## src/rtl/rf_pkg.sv

```systemverilog
// -----------------------------------------------------------------------------
// rf_pkg
// Shared definitions for the rf_sb register file with scoreboard:
//   - sweep/ready state encoding
//   - rf_aw(): address width derived from the register count
// No ports (package).
// -----------------------------------------------------------------------------
package rf_pkg;

   // Register-file controller states
   localparam logic [0:0] SWEEP = 1'b0;
   localparam logic [0:0] READY = 1'b1;

   // Address width for a register count; at least one bit even for tiny arrays
   function automatic int rf_aw(input int nregs);
      if (nregs > 2) begin
         return $clog2(nregs);
      end else begin
         return 1;
      end
   endfunction

endpackage

```

## src/rtl/rf_sb_if.sv

```systemverilog
// -----------------------------------------------------------------------------
// rf_sb_if
// Bus bundle for rf_sb (everything except clock and reset).
//   i_clr                 synchronous re-initialise request
//   o_ready               array initialised, accepting traffic
//   i_raddr / o_rdata     packed read addresses / read data (NRD ports)
//   o_rbusy               per read port: register has a pending write
//   i_iss_valid/_addr     issue: mark destination pending
//   i_rd_wen/_waddr/_wdata writeback
//   o_pend_cnt            number of pending registers
// Modports: slave (the register file), master (the driver of traffic).
// -----------------------------------------------------------------------------
interface rf_sb_if
   import rf_pkg::*;
#(
   parameter int XLEN  = 32,
   parameter int NREGS = 32,
   parameter int NRD   = 2
);

   localparam int AW = rf_aw(NREGS);

   logic                  i_clr;
   logic                  o_ready;
   logic [NRD*AW-1:0]     i_raddr;
   logic [NRD*XLEN-1:0]   o_rdata;
   logic [NRD-1:0]        o_rbusy;
   logic                  i_iss_valid;
   logic [AW-1:0]         i_iss_addr;
   logic                  i_rd_wen;
   logic [AW-1:0]         i_rd_waddr;
   logic [XLEN-1:0]       i_rd_wdata;
   logic [AW:0]           o_pend_cnt;

   modport slave (
      input  i_clr, i_raddr, i_iss_valid, i_iss_addr, i_rd_wen, i_rd_waddr, i_rd_wdata,
      output o_ready, o_rdata, o_rbusy, o_pend_cnt
   );

   modport master (
      output i_clr, i_raddr, i_iss_valid, i_iss_addr, i_rd_wen, i_rd_waddr, i_rd_wdata,
      input  o_ready, o_rdata, o_rbusy, o_pend_cnt
   );

endinterface

```

## src/rtl/rf_scoreboard.sv

```systemverilog
// -----------------------------------------------------------------------------
// rf_scoreboard
// Busy (pending-write) bits for every register plus a running count of them.
// Strobes arrive already qualified (ready, zero-register filtering done by the
// caller).
//   i_clk, i_rst_n        clock, asynchronous active-low reset
//   i_clr                 clear all busy bits and the count
//   i_set, i_set_addr     issue: set busy
//   i_rel, i_rel_addr     writeback: clear busy
//   o_busy                busy vector
//   o_pend_cnt            population of o_busy
// -----------------------------------------------------------------------------
module rf_scoreboard
   import rf_pkg::*;
#(
   parameter int NREGS = 32,
   parameter int AW    = rf_aw(NREGS)
) (
   input  logic              i_clk,
   input  logic              i_rst_n,
   input  logic              i_clr,
   input  logic              i_set,
   input  logic [AW-1:0]     i_set_addr,
   input  logic              i_rel,
   input  logic [AW-1:0]     i_rel_addr,
   output logic [NREGS-1:0]  o_busy,
   output logic [AW:0]       o_pend_cnt
);

   localparam logic [AW:0] CNT_ONE = (AW+1)'(1'b1);

   logic [NREGS-1:0] busy_q, busy_d;
   logic [AW:0]      cnt_q, cnt_d;
   logic             inc_s, dec_s;

   // Next busy vector and count; a same-cycle issue overrides the writeback
   always_comb begin
      busy_d = busy_q;
      cnt_d  = cnt_q;
      inc_s  = 1'b0;
      dec_s  = 1'b0;
      if (i_clr) begin
         busy_d = {NREGS{1'b0}};
         cnt_d  = {(AW+1){1'b0}};
      end else begin
         // count only real 0->1 and 1->0 transitions so it tracks the population
         inc_s = i_set & ~busy_q[i_set_addr];
         dec_s = i_rel & busy_q[i_rel_addr] & ~(i_set & (i_set_addr == i_rel_addr));
         if (i_rel) begin
            busy_d[i_rel_addr] = 1'b0;
         end else begin
            busy_d = busy_d;
         end
         if (i_set) begin
            busy_d[i_set_addr] = 1'b1;
         end else begin
            busy_d = busy_d;
         end
         case ({inc_s, dec_s})
            2'b10:   cnt_d = cnt_q + CNT_ONE;
            2'b01:   cnt_d = cnt_q - CNT_ONE;
            default: cnt_d = cnt_q;
         endcase
      end
   end

   // Busy and count registers
   always_ff @(posedge i_clk or negedge i_rst_n) begin
      if (!i_rst_n) begin
         busy_q <= {NREGS{1'b0}};
         cnt_q  <= {(AW+1){1'b0}};
      end else begin
         busy_q <= busy_d;
         cnt_q  <= cnt_d;
      end
   end

   assign o_busy     = busy_q;
   assign o_pend_cnt = cnt_q;

endmodule

```

## src/rtl/rf_sb.sv

```systemverilog
// -----------------------------------------------------------------------------
// rf_sb
// Multi-port register file with pending-write scoreboard. After reset or a
// clear request the array is swept to zero one register per cycle; traffic is
// accepted only once the sweep has finished (o_ready).
//   i_clk     global clock
//   i_rst_n   asynchronous active-low reset
//   bus       rf_sb_if.slave: clear, reads, issue, writeback, status
// Reads are combinational; optional write-to-read forwarding; optional
// hardwired-zero register 0.
// -----------------------------------------------------------------------------
module rf_sb
   import rf_pkg::*;
#(
   parameter int XLEN      = 32,
   parameter int NREGS     = 32,
   parameter int NRD       = 2,
   parameter int BYPASS_EN = 1,
   parameter int ZERO_REG  = 1
) (
   input  logic   i_clk,
   input  logic   i_rst_n,
   rf_sb_if.slave bus
);

   localparam int            AW        = rf_aw(NREGS);
   localparam logic [AW-1:0] LAST_IDX  = AW'(NREGS-1);
   localparam logic [AW-1:0] IDX_ONE   = AW'(1'b1);
   localparam logic [AW-1:0] ADDR_ZERO = {AW{1'b0}};
   localparam logic [XLEN-1:0] DATA_ZERO = {XLEN{1'b0}};

   logic [0:0]      state_q, state_d;
   logic [AW-1:0]   idx_q, idx_d;
   logic            ready_s;
   logic            clr_s;
   logic            wb_eff_s;
   logic            iss_eff_s;
   logic [NREGS-1:0] busy_s;
   logic [AW:0]     pend_cnt_s;
   logic [XLEN-1:0] regs_q [NREGS];
   logic [XLEN-1:0] regs_d [NREGS];
   logic [NRD*XLEN-1:0] rdata_s;
   logic [NRD-1:0]  rbusy_s;

   assign ready_s = (state_q == READY);

   // Qualify requests: only honoured when ready, and never for a hardwired x0
   always_comb begin
      clr_s     = ready_s & bus.i_clr;
      wb_eff_s  = ready_s & bus.i_rd_wen;
      iss_eff_s = ready_s & bus.i_iss_valid;
      if ((ZERO_REG != 0) && (bus.i_rd_waddr == ADDR_ZERO)) begin
         wb_eff_s = 1'b0;
      end else begin
         wb_eff_s = wb_eff_s;
      end
      if ((ZERO_REG != 0) && (bus.i_iss_addr == ADDR_ZERO)) begin
         iss_eff_s = 1'b0;
      end else begin
         iss_eff_s = iss_eff_s;
      end
   end

   // Sweep/ready controller; clear is only honoured in READY
   always_comb begin
      state_d = state_q;
      idx_d   = idx_q;
      case (state_q)
         SWEEP: begin
            if (idx_q == LAST_IDX) begin
               state_d = READY;
               idx_d   = ADDR_ZERO;
            end else begin
               idx_d = idx_q + IDX_ONE;
            end
         end
         READY: begin
            if (bus.i_clr) begin
               state_d = SWEEP;
               idx_d   = ADDR_ZERO;
            end else begin
               state_d = READY;
            end
         end
         default: begin
            state_d = SWEEP;
            idx_d   = ADDR_ZERO;
         end
      endcase
   end

   // Controller registers
   always_ff @(posedge i_clk or negedge i_rst_n) begin
      if (!i_rst_n) begin
         state_q <= SWEEP;
         idx_q   <= ADDR_ZERO;
      end else begin
         state_q <= state_d;
         idx_q   <= idx_d;
      end
   end

   // Array update: sweep zeroing has the write port while not ready
   always_comb begin
      regs_d = regs_q;
      if (!ready_s) begin
         regs_d[idx_q] = DATA_ZERO;
      end else if (wb_eff_s) begin
         regs_d[bus.i_rd_waddr] = bus.i_rd_wdata;
      end else begin
         regs_d = regs_q;
      end
   end

   // Array storage is initialised by the sweep, not by reset
   always_ff @(posedge i_clk) begin
      regs_q <= regs_d;
   end

   rf_scoreboard #(
      .NREGS (NREGS),
      .AW    (AW)
   ) u_scoreboard (
      .i_clk      (i_clk),
      .i_rst_n    (i_rst_n),
      .i_clr      (clr_s),
      .i_set      (iss_eff_s),
      .i_set_addr (bus.i_iss_addr),
      .i_rel      (wb_eff_s),
      .i_rel_addr (bus.i_rd_waddr),
      .o_busy     (busy_s),
      .o_pend_cnt (pend_cnt_s)
   );

   // Read ports: zero while sweeping, x0 forced, optional writeback forwarding
   always_comb begin
      logic [AW-1:0] ra;
      ra      = ADDR_ZERO;
      rdata_s = {(NRD*XLEN){1'b0}};
      rbusy_s = {NRD{1'b0}};
      for (int k = 0; k < NRD; k++) begin
         ra = bus.i_raddr[k*AW +: AW];
         if (!ready_s) begin
            rdata_s[k*XLEN +: XLEN] = DATA_ZERO;
            rbusy_s[k]              = 1'b0;
         end else if ((ZERO_REG != 0) && (ra == ADDR_ZERO)) begin
            rdata_s[k*XLEN +: XLEN] = DATA_ZERO;
            rbusy_s[k]              = 1'b0;
         end else if ((BYPASS_EN != 0) && wb_eff_s && (bus.i_rd_waddr == ra)) begin
            // forwarded data is final unless a same-cycle issue re-marks it
            rdata_s[k*XLEN +: XLEN] = bus.i_rd_wdata;
            rbusy_s[k]              = iss_eff_s & (bus.i_iss_addr == ra);
         end else begin
            rdata_s[k*XLEN +: XLEN] = regs_q[ra];
            rbusy_s[k]              = busy_s[ra];
         end
      end
   end

   assign bus.o_ready    = ready_s;
   assign bus.o_rdata    = rdata_s;
   assign bus.o_rbusy    = rbusy_s;
   assign bus.o_pend_cnt = pend_cnt_s;

endmodule

```

## src/flat_wrapper.sv

```systemverilog
// flat-port wrapper written by rule: the top's interface ports become plain ports
module rf_sb_flat import rf_pkg::*;
#(
   parameter int XLEN      = 32,
   parameter int NREGS     = 32,
   parameter int NRD       = 2,
   parameter int BYPASS_EN = 1,
   parameter int ZERO_REG  = 1
)
  (i_clk, i_rst_n, bus_i_clr, bus_i_raddr, bus_i_iss_valid, bus_i_iss_addr, bus_i_rd_wen, bus_i_rd_waddr, bus_i_rd_wdata, bus_o_ready, bus_o_rdata, bus_o_rbusy, bus_o_pend_cnt);
  rf_sb_if #(.XLEN(XLEN), .NREGS(NREGS), .NRD(NRD)) bus_i ();
  input  logic i_clk;
  input  logic i_rst_n;
  input wire logic [$bits(bus_i.i_clr)-1:0] bus_i_clr;
  input wire logic [$bits(bus_i.i_raddr)-1:0] bus_i_raddr;
  input wire logic [$bits(bus_i.i_iss_valid)-1:0] bus_i_iss_valid;
  input wire logic [$bits(bus_i.i_iss_addr)-1:0] bus_i_iss_addr;
  input wire logic [$bits(bus_i.i_rd_wen)-1:0] bus_i_rd_wen;
  input wire logic [$bits(bus_i.i_rd_waddr)-1:0] bus_i_rd_waddr;
  input wire logic [$bits(bus_i.i_rd_wdata)-1:0] bus_i_rd_wdata;
  output wire logic [$bits(bus_i.o_ready)-1:0] bus_o_ready;
  output wire logic [$bits(bus_i.o_rdata)-1:0] bus_o_rdata;
  output wire logic [$bits(bus_i.o_rbusy)-1:0] bus_o_rbusy;
  output wire logic [$bits(bus_i.o_pend_cnt)-1:0] bus_o_pend_cnt;
  assign bus_i.i_clr = bus_i_clr;
  assign bus_i.i_raddr = bus_i_raddr;
  assign bus_i.i_iss_valid = bus_i_iss_valid;
  assign bus_i.i_iss_addr = bus_i_iss_addr;
  assign bus_i.i_rd_wen = bus_i_rd_wen;
  assign bus_i.i_rd_waddr = bus_i_rd_waddr;
  assign bus_i.i_rd_wdata = bus_i_rd_wdata;
  assign bus_o_ready = bus_i.o_ready;
  assign bus_o_rdata = bus_i.o_rdata;
  assign bus_o_rbusy = bus_i.o_rbusy;
  assign bus_o_pend_cnt = bus_i.o_pend_cnt;
  rf_sb #(.XLEN(XLEN), .NREGS(NREGS), .NRD(NRD), .BYPASS_EN(BYPASS_EN), .ZERO_REG(ZERO_REG)) u_core (.i_clk(i_clk), .i_rst_n(i_rst_n), .bus(bus_i));
endmodule
```

## config.mk

```make
export PLATFORM = sky130hd
export DESIGN_NAME = rf_sb_flat
export DESIGN_NICKNAME = d
export VERILOG_FILES = /design/src/rtl/rf_pkg.sv /design/src/rtl/rf_sb_if.sv /design/src/rtl/rf_scoreboard.sv /design/src/rtl/rf_sb.sv /design/src/flat_wrapper.sv
export SDC_FILE = /design/constraint.sdc
export NUM_CORES = 2
export LEC_CHECK = 0
export BUFFER_PORTS_ARGS = -buffer_cell sky130_fd_sc_hd__buf_4
export CAP_MARGIN = 20
export CORE_MARGIN = 2
export CORE_UTILIZATION = 50
export CTS_CLUSTER_SIZE = 30
export DETAILED_ROUTE_END_ITERATION = 6
export PLACE_DENSITY = 0.66
export SLEW_MARGIN = 0
export SYNTH_ARGS = -nofsm -noshare
export SYNTH_HDL_FRONTEND = slang
export SYNTH_SLANG_ARGS = --single-unit
```

## constraint.sdc

```tcl
create_clock -name i_clk -period 7.85 [get_ports i_clk]
set_input_delay 0.785 -clock i_clk [delete_from_list [all_inputs] [get_ports i_clk]]
set_output_delay 0.785 -clock i_clk [all_outputs]
set_load 0.1 [all_outputs]
```

# Word-level counts from Yosys, hierarchy flattened

Index checks and enable logic that the tools add are counted.

Add/sub/neg operators: 3
Order comparisons: 12
Equality and inequality tests: 10
Multiplexer cells: 51
Bitwise logic cells: 21
Reductions and logical operators: 11

Operator list:

| kind                                                                                | count |
|---|---|
| 1024-bit two-way mux                                                                | 2 |
| 1024-bit bitwise AND                                                                | 1 |
| 1024-bit bitwise mux                                                                | 1 |
| 1024-bit NOT                                                                        | 1 |
| 32-bit two-way mux                                                                  | 16 |
| 32-bit binary-select mux with 5-bit select                                          | 2 |
| 32-bit demux with 5-bit select                                                      | 2 |
| 32-bit bitwise AND                                                                  | 1 |
| 32-bit NOT                                                                          | 1 |
| 32-bit bitwise OR                                                                   | 1 |
| 5-bit equality test                                                                 | 5 |
| 6-bit greater-or-equal comparator, second input constant                            | 4 |
| 5-bit by 6-bit less-than comparator with 1-bit output, second input constant        | 4 |
| 5-bit NOT with 6-bit output                                                         | 4 |
| 1-bit binary-select mux with 5-bit select                                           | 4 |
| 5-bit zero test                                                                     | 4 |
| 1-bit two-way mux                                                                   | 16 |
| 6-bit by 1-bit less-than comparator with 1-bit output, second input constant        | 2 |
| 6-bit one-hot mux with 2 select lines                                               | 1 |
| 1-bit demux with 5-bit select                                                       | 2 |
| 5-bit by 1-bit greater-or-equal comparator with 1-bit output, second input constant | 2 |
| 5-bit two-way mux                                                                   | 2 |
| 5-bit one-hot mux with 2 select lines                                               | 1 |
| 1-bit bitwise AND                                                                   | 9 |
| 12 further kinds                                                                    | 20 |

Register bits: 1,068
Logic and storage cells: 144

# Depth between registers and ports, before layout

Depth in word-level cells: 11
Gate-level depth with buffers: 14
Depth with buffers taken out: 12

# Modules after synthesis

Synthesis repeated with hierarchy kept, for this count alone.

Cell total of the unflattened synthesis: 4,661
Area, all modules: 62,861.5 um2

Modules (own cells, without submodules):

| module        | instances | cells each | area each (um2) | sequential area each (um2) |
|---|---|---|---|---|
| rf_sb         | 1         | 4,374      | 60,311.6        | 30,899.6 |
| rf_scoreboard | 1         | 287        | 2,549.9         | 950.9 |

# Least setup slack after synthesis

No wires, ideal clock.

Path kind: input to register
Start: input bus_i_rd_waddr[2]
End: register u_core.regs_q[100] in the netlist's numbering, enable pin
Arrival: 4.030 ns
Required time: 7.384 ns
Setup slack: 3.354 ns
Stages: 5
Cells stage by stage: buf_2 -> or3b_1 -> nand2b_1 -> clkbuf_1 -> o21ai_0

Word-level cells in the longest chain between the ends: 3

RTL lines:

| item                                   | line               | RTL |
|---|---|---|
| from (decl)                            | flat_wrapper.sv:19 | `input wire logic [$bits(bus_i.i_rd_waddr)-1:0] bus_i_rd_waddr;` |
| 5-bit zero test                        | rf_sb.sv:52        | `if ((ZERO_REG != 0) && (bus.i_rd_waddr == ADDR_ZERO)) begin` |
| 1-bit two-way mux                      | rf_sb.sv:52        |  |
| 2-bit inequality test (no source line) | n/a                |  |
| to (signal assigned)                   | rf_sb.sv:117       | `regs_q <= regs_d;` |
| to (decl)                              | rf_sb.sv:40        | `logic [XLEN-1:0] regs_q [NREGS];` |

Every way passes these cells.
A chain may end at the register's enable or synchronous reset.

# Worst setup path after layout

Start: input bus_i_raddr[2]
End: output bus_o_rdata[14]

Word-level cells in the longest chain between the ends: 7

RTL lines:

| item                                                   | line               | RTL |
|---|---|---|
| from (decl)                                            | flat_wrapper.sv:15 | `input wire logic [$bits(bus_i.i_raddr)-1:0] bus_i_raddr;` |
| 5-bit NOT with 6-bit output (not written as such)      | rf_sb.sv:154       | `rdata_s[k*XLEN +: XLEN] = regs_q[ra];` |
| 32-bit binary-select mux with 5-bit select             | rf_sb.sv:154       |  |
| 32-bit two-way mux (not written as such) (2 in series) | rf_sb.sv:154       |  |
| 32-bit two-way mux                                     | rf_sb.sv:149       | `end else if ((BYPASS_EN != 0) && wb_eff_s && (bus.i_rd_waddr == ra)) begin` |
| 32-bit two-way mux (*)                                 | rf_sb.sv:146       | `end else if ((ZERO_REG != 0) && (ra == ADDR_ZERO)) begin` |
| 32-bit two-way mux (*)                                 | rf_sb.sv:143       | `if (!ready_s) begin` |
| to (decl)                                              | flat_wrapper.sv:22 | `output wire logic [$bits(bus_i.o_rdata)-1:0] bus_o_rdata;` |

Every way passes the cells marked *; elsewhere a longest branch is shown, timed or not. The select of a mux whose other input is x is not followed.

==> results.sh <==
export IMPL_dpl_worst_slack_ns=2.80
export IMPL_grt_max_degree=106
export IMPL_fin_skew_ns=0.0241
export IMPL_min_period_ns=5.25
export IMPL_dr_pass1_iters=6
export IMPL_dieArea_mm2=0.128
export IMPL_areaGrowthSynthToFinish_pct=10.4
export IMPL_nets=4648
export IMPL_worstReg2RegEnd="u_core.regs_q[48]$_DFFE_PP_"
export IMPL_setup_slack_ns=2.60
export IMPL_wl_mm=263
export IMPL_worst_slew_pin_slew_ns=1.21
export IMPL_slew_headroom_pct=19.3
export IMPL_cts_hold_buffers=0
export IMPL_status="complete, no violations"
export IMPL_synthesis_area_mm2=0.0628
export IMPL_ys_types=56
export IMPL_core_mm2=0.125
export IMPL_cp_data_required_time_ns=7.07
export IMPL_ctsResizeCount=0
export IMPL_cts_setup_buffers=0
export IMPL_start_util_pct=50.2
export IMPL_synth_cells=4737
export IMPL_finalMaxSlewViolations=0
export IMPL_path_clk_slew_ns=0.07
export IMPL_fp_row_count=130
export IMPL_grt_overflow=0
export IMPL_grt_pass1_vias=48887
export IMPL_io_buffers=129
export IMPL_drv_cap=0
export IMPL_drtIter0Drc=10130
export IMPL_timing_worst_setup_path_type="primary input to output port"
export IMPL_synth_top_cell_area_share_pct=49.0
export IMPL_vias=51193
export IMPL_clockBufferDepth=3
export IMPL_hold_viol=0
export IMPL_dp_hpwl_mm=147
export IMPL_vias_per_cell=8.09
export IMPL_track_usage_pct=40.1
export IMPL_fin_setup_tns_ns=0
export IMPL_crit_path_start_kind="primary input"
export IMPL_ys_seq_area_share_pct=50.7
export IMPL_leakagePower_nw=27.0
export IMPL_cts_sinks=1068
export IMPL_drc_errors=0
export IMPL_ys_async_sr_fraction_pct=4.12
export IMPL_drtAntennaViolNets=0
export IMPL_worstPathMaxFanout=39
export IMPL_reg2reg_depth=7
export IMPL_fillCellCount=10132
export IMPL_cts_root_buffer="clkbuf_16"
export IMPL_insertion_delay_ns=0.76
export IMPL_synth_main_ff_cell="edfxtp_1"
export IMPL_synth_seq_cells=1068
export IMPL_io_pins=130
export IMPL_die_height_um=358
export IMPL_antenna_found_initial=8
export IMPL_hp_class="primary input to asynchronous set/reset pin"
export IMPL_power_density_mw_per_mm2=434
export IMPL_setup_viol=0
export IMPL_synth_area_leaders="edfxtp_1, mux4_2, a22o_1"
export IMPL_r2r_start="u_core.bus.o_ready$_DFF_PN0_"
export IMPL_vdd_drop_max_mv=0.421
export IMPL_worstPathArrival_ns=4.46
export IMPL_timing_fmax_mhz=191
export IMPL_period_share_pct=66.9
export IMPL_yosys_warnings=0
export IMPL_avgSynthCellArea_um2=13.3
export IMPL_drive_gt1_share_pct=21.0
export IMPL_die_x_um=358
export IMPL_end_kind="output port"
export IMPL_regToRegSetupSlack_ns=3.51
export IMPL_cts_tree="yes"
export IMPL_yosys_area_top_type="edfxtp_1"
export IMPL_grt_pass1_wl_mm=366
export IMPL_synth_edf_count=1024
export IMPL_numCtsBuffers=113
export IMPL_rsz0062_at_grt="false"
export IMPL_cts_htree_levels=3
export IMPL_syn_nets=4805
export IMPL_wl_per_cell_um=41.5
export IMPL_gp_congestion=0.965
cell families (layout without fill, tap and decap cells):
family	Yosys count	in the layout	share of synthesized area, %
compound gates	1555	1555	19.1
flops	1068	1068	50.7
mux	749	749	20.3
simple gates	747	747	5.32
buf+inv	578	517	3.92
xor+xnor	29	29	0.405
fa+ha+maj	11	11	0.231
other cells	0	5	0
report_power, final:
part | internal, mW | switching, mW | total (mW)
Sequential | 10.3 | 2.00 | 12.3
Clock | 2.97 | 2.47 | 5.44
Combinational | 4.41 | 7.95 | 12.4
Total | 17.7 | 12.4 | 30.1
sequential cells by signal, summed over array words and instances, names as in the netlist:
name                            cells
u_core.idx_q                        5
u_core.regs_q                    1024
u_core.bus.o_ready                  1
u_core.u_scoreboard.o_pend_cnt      6
u_core.u_scoreboard.o_busy         32
worst max path at each step:
stage | start | endpoint | slack (ns)
2_1_floorplan | bus_i_rd_waddr[2] | u_core.regs_q[100]$_DFFE_PP_ | 3.35
3_3_place_gp | bus_i_raddr[5] | bus_o_rdata[46] | 2.80
3_5_place_dp | bus_i_raddr[5] | bus_o_rdata[46] | 2.80
4_1_cts | bus_i_raddr[5] | bus_o_rdata[46] | 2.80
5_1_grt | bus_i_raddr[5] | bus_o_rdata[46] | 2.65
6_report | bus_i_raddr[2] | bus_o_rdata[14] | 2.60
metal layers:
metal | share of wire (%) | wire, µm | track usage [%] | up-vias
met5 | 0.014 | 38 | 0 | -
met4 | 7.2 | 19000 | 24.7 | 6
met3 | 17 | 44600 | 17.5 | 1186
met2 | 42 | 110000 | 56.5 | 5480
met1 | 34 | 89200 | 51.0 | 25339
li1 | - | - | - | 19182
cell usage in the layout (no fill, tap or decap), types with 13 or more instances in the layout:
cell and instances:
a21oi_1 28, clkbuf_1 24, nor2_1 52, a211o_1 64, nor3_1 13, o22ai_1 52
dfrtp_1 43, a22o_1 768, edfxtp_1 1024, a21oi_4 16, nand2_1 438, mux4_2 418
clkbuf_16 115, clkinv_1 27, buf_4 268, clkinv_2 19, and2_1 84, mux2i_1 331
nand2_2 29, o221ai_1 131, o21ai_0 279, nor2_4 17, xnor2_1 22, nand3b_1 15
a31oi_4 16, a22oi_1 21, and3_1 29, buf_8 16, a211oi_1 154
layout make-up:
cell class                 instances  area, µm²  share of cell area, %
tap                             1650       2060                   2.98
sequential                      1068      31900                   46.0
inverter                           9       38.8                 0.0560
timing repair buffer             297       2490                   3.60
multi-input combinational       3091      29200                   42.2
clock buffer                     141       3000                   4.32
antenna                            5       12.5                 0.0181
clock inverter                    70        603                  0.871
critical path: stages:
cell,delay [ns]
buf_6,0.48
nand2b_2,0.63
buf_4,0.52
o221ai_1,0.28
o22ai_1,0.13
a211oi_1,0.85
a211o_1,0.39
buf_4,0.36
synthesized netlist by cell type, types with 11 or more instances:
| library cell | instances |
|---|---|
| edfxtp_1 | 1024 |
| a22o_1 | 768 |
| nand2_1 | 467 |
| clkbuf_1 | 428 |
| mux4_2 | 418 |
| mux2i_1 | 331 |
| o21ai_0 | 283 |
| a211oi_1 | 154 |
| o221ai_1 | 131 |
| and2_1 | 90 |
| buf_2 | 70 |
| nor2_1 | 69 |
| a211o_1 | 64 |
| o22ai_1 | 52 |
| a21oi_1 | 44 |
| dfrtp_1 | 44 |
| buf_4 | 43 |
| and3_1 | 29 |
| buf_1 | 22 |
| xnor2_1 | 22 |
| a22oi_1 | 21 |
| a31oi_1 | 17 |
| nand3b_1 | 15 |
| nor3_1 | 15 |
| nand2b_1 | 13 |
| nor2b_1 | 11 |
through the flow:
stage / hold WS (ns) / instance area [µm²] / std cells / power (mW) / utilization, %
global route: 0.115 / 69300 / 6326 / 30.7 / 55.4
global placement: 0.544 / 65400 / 6100 / 23.5 / 52.3
floorplan: 0.489 / 62800 / 4737 / 19.1 / -
CTS: 0.0736 / 69100 / 6319 / 29.2 / 55.3
detailed placement: 0.555 / 65500 / 6108 / 23.9 / 52.4
finish: 0.0841 / 69300 / 6331 / 30.1 / 55.4
Note: power is estimated with default switching activity, not from simulation.
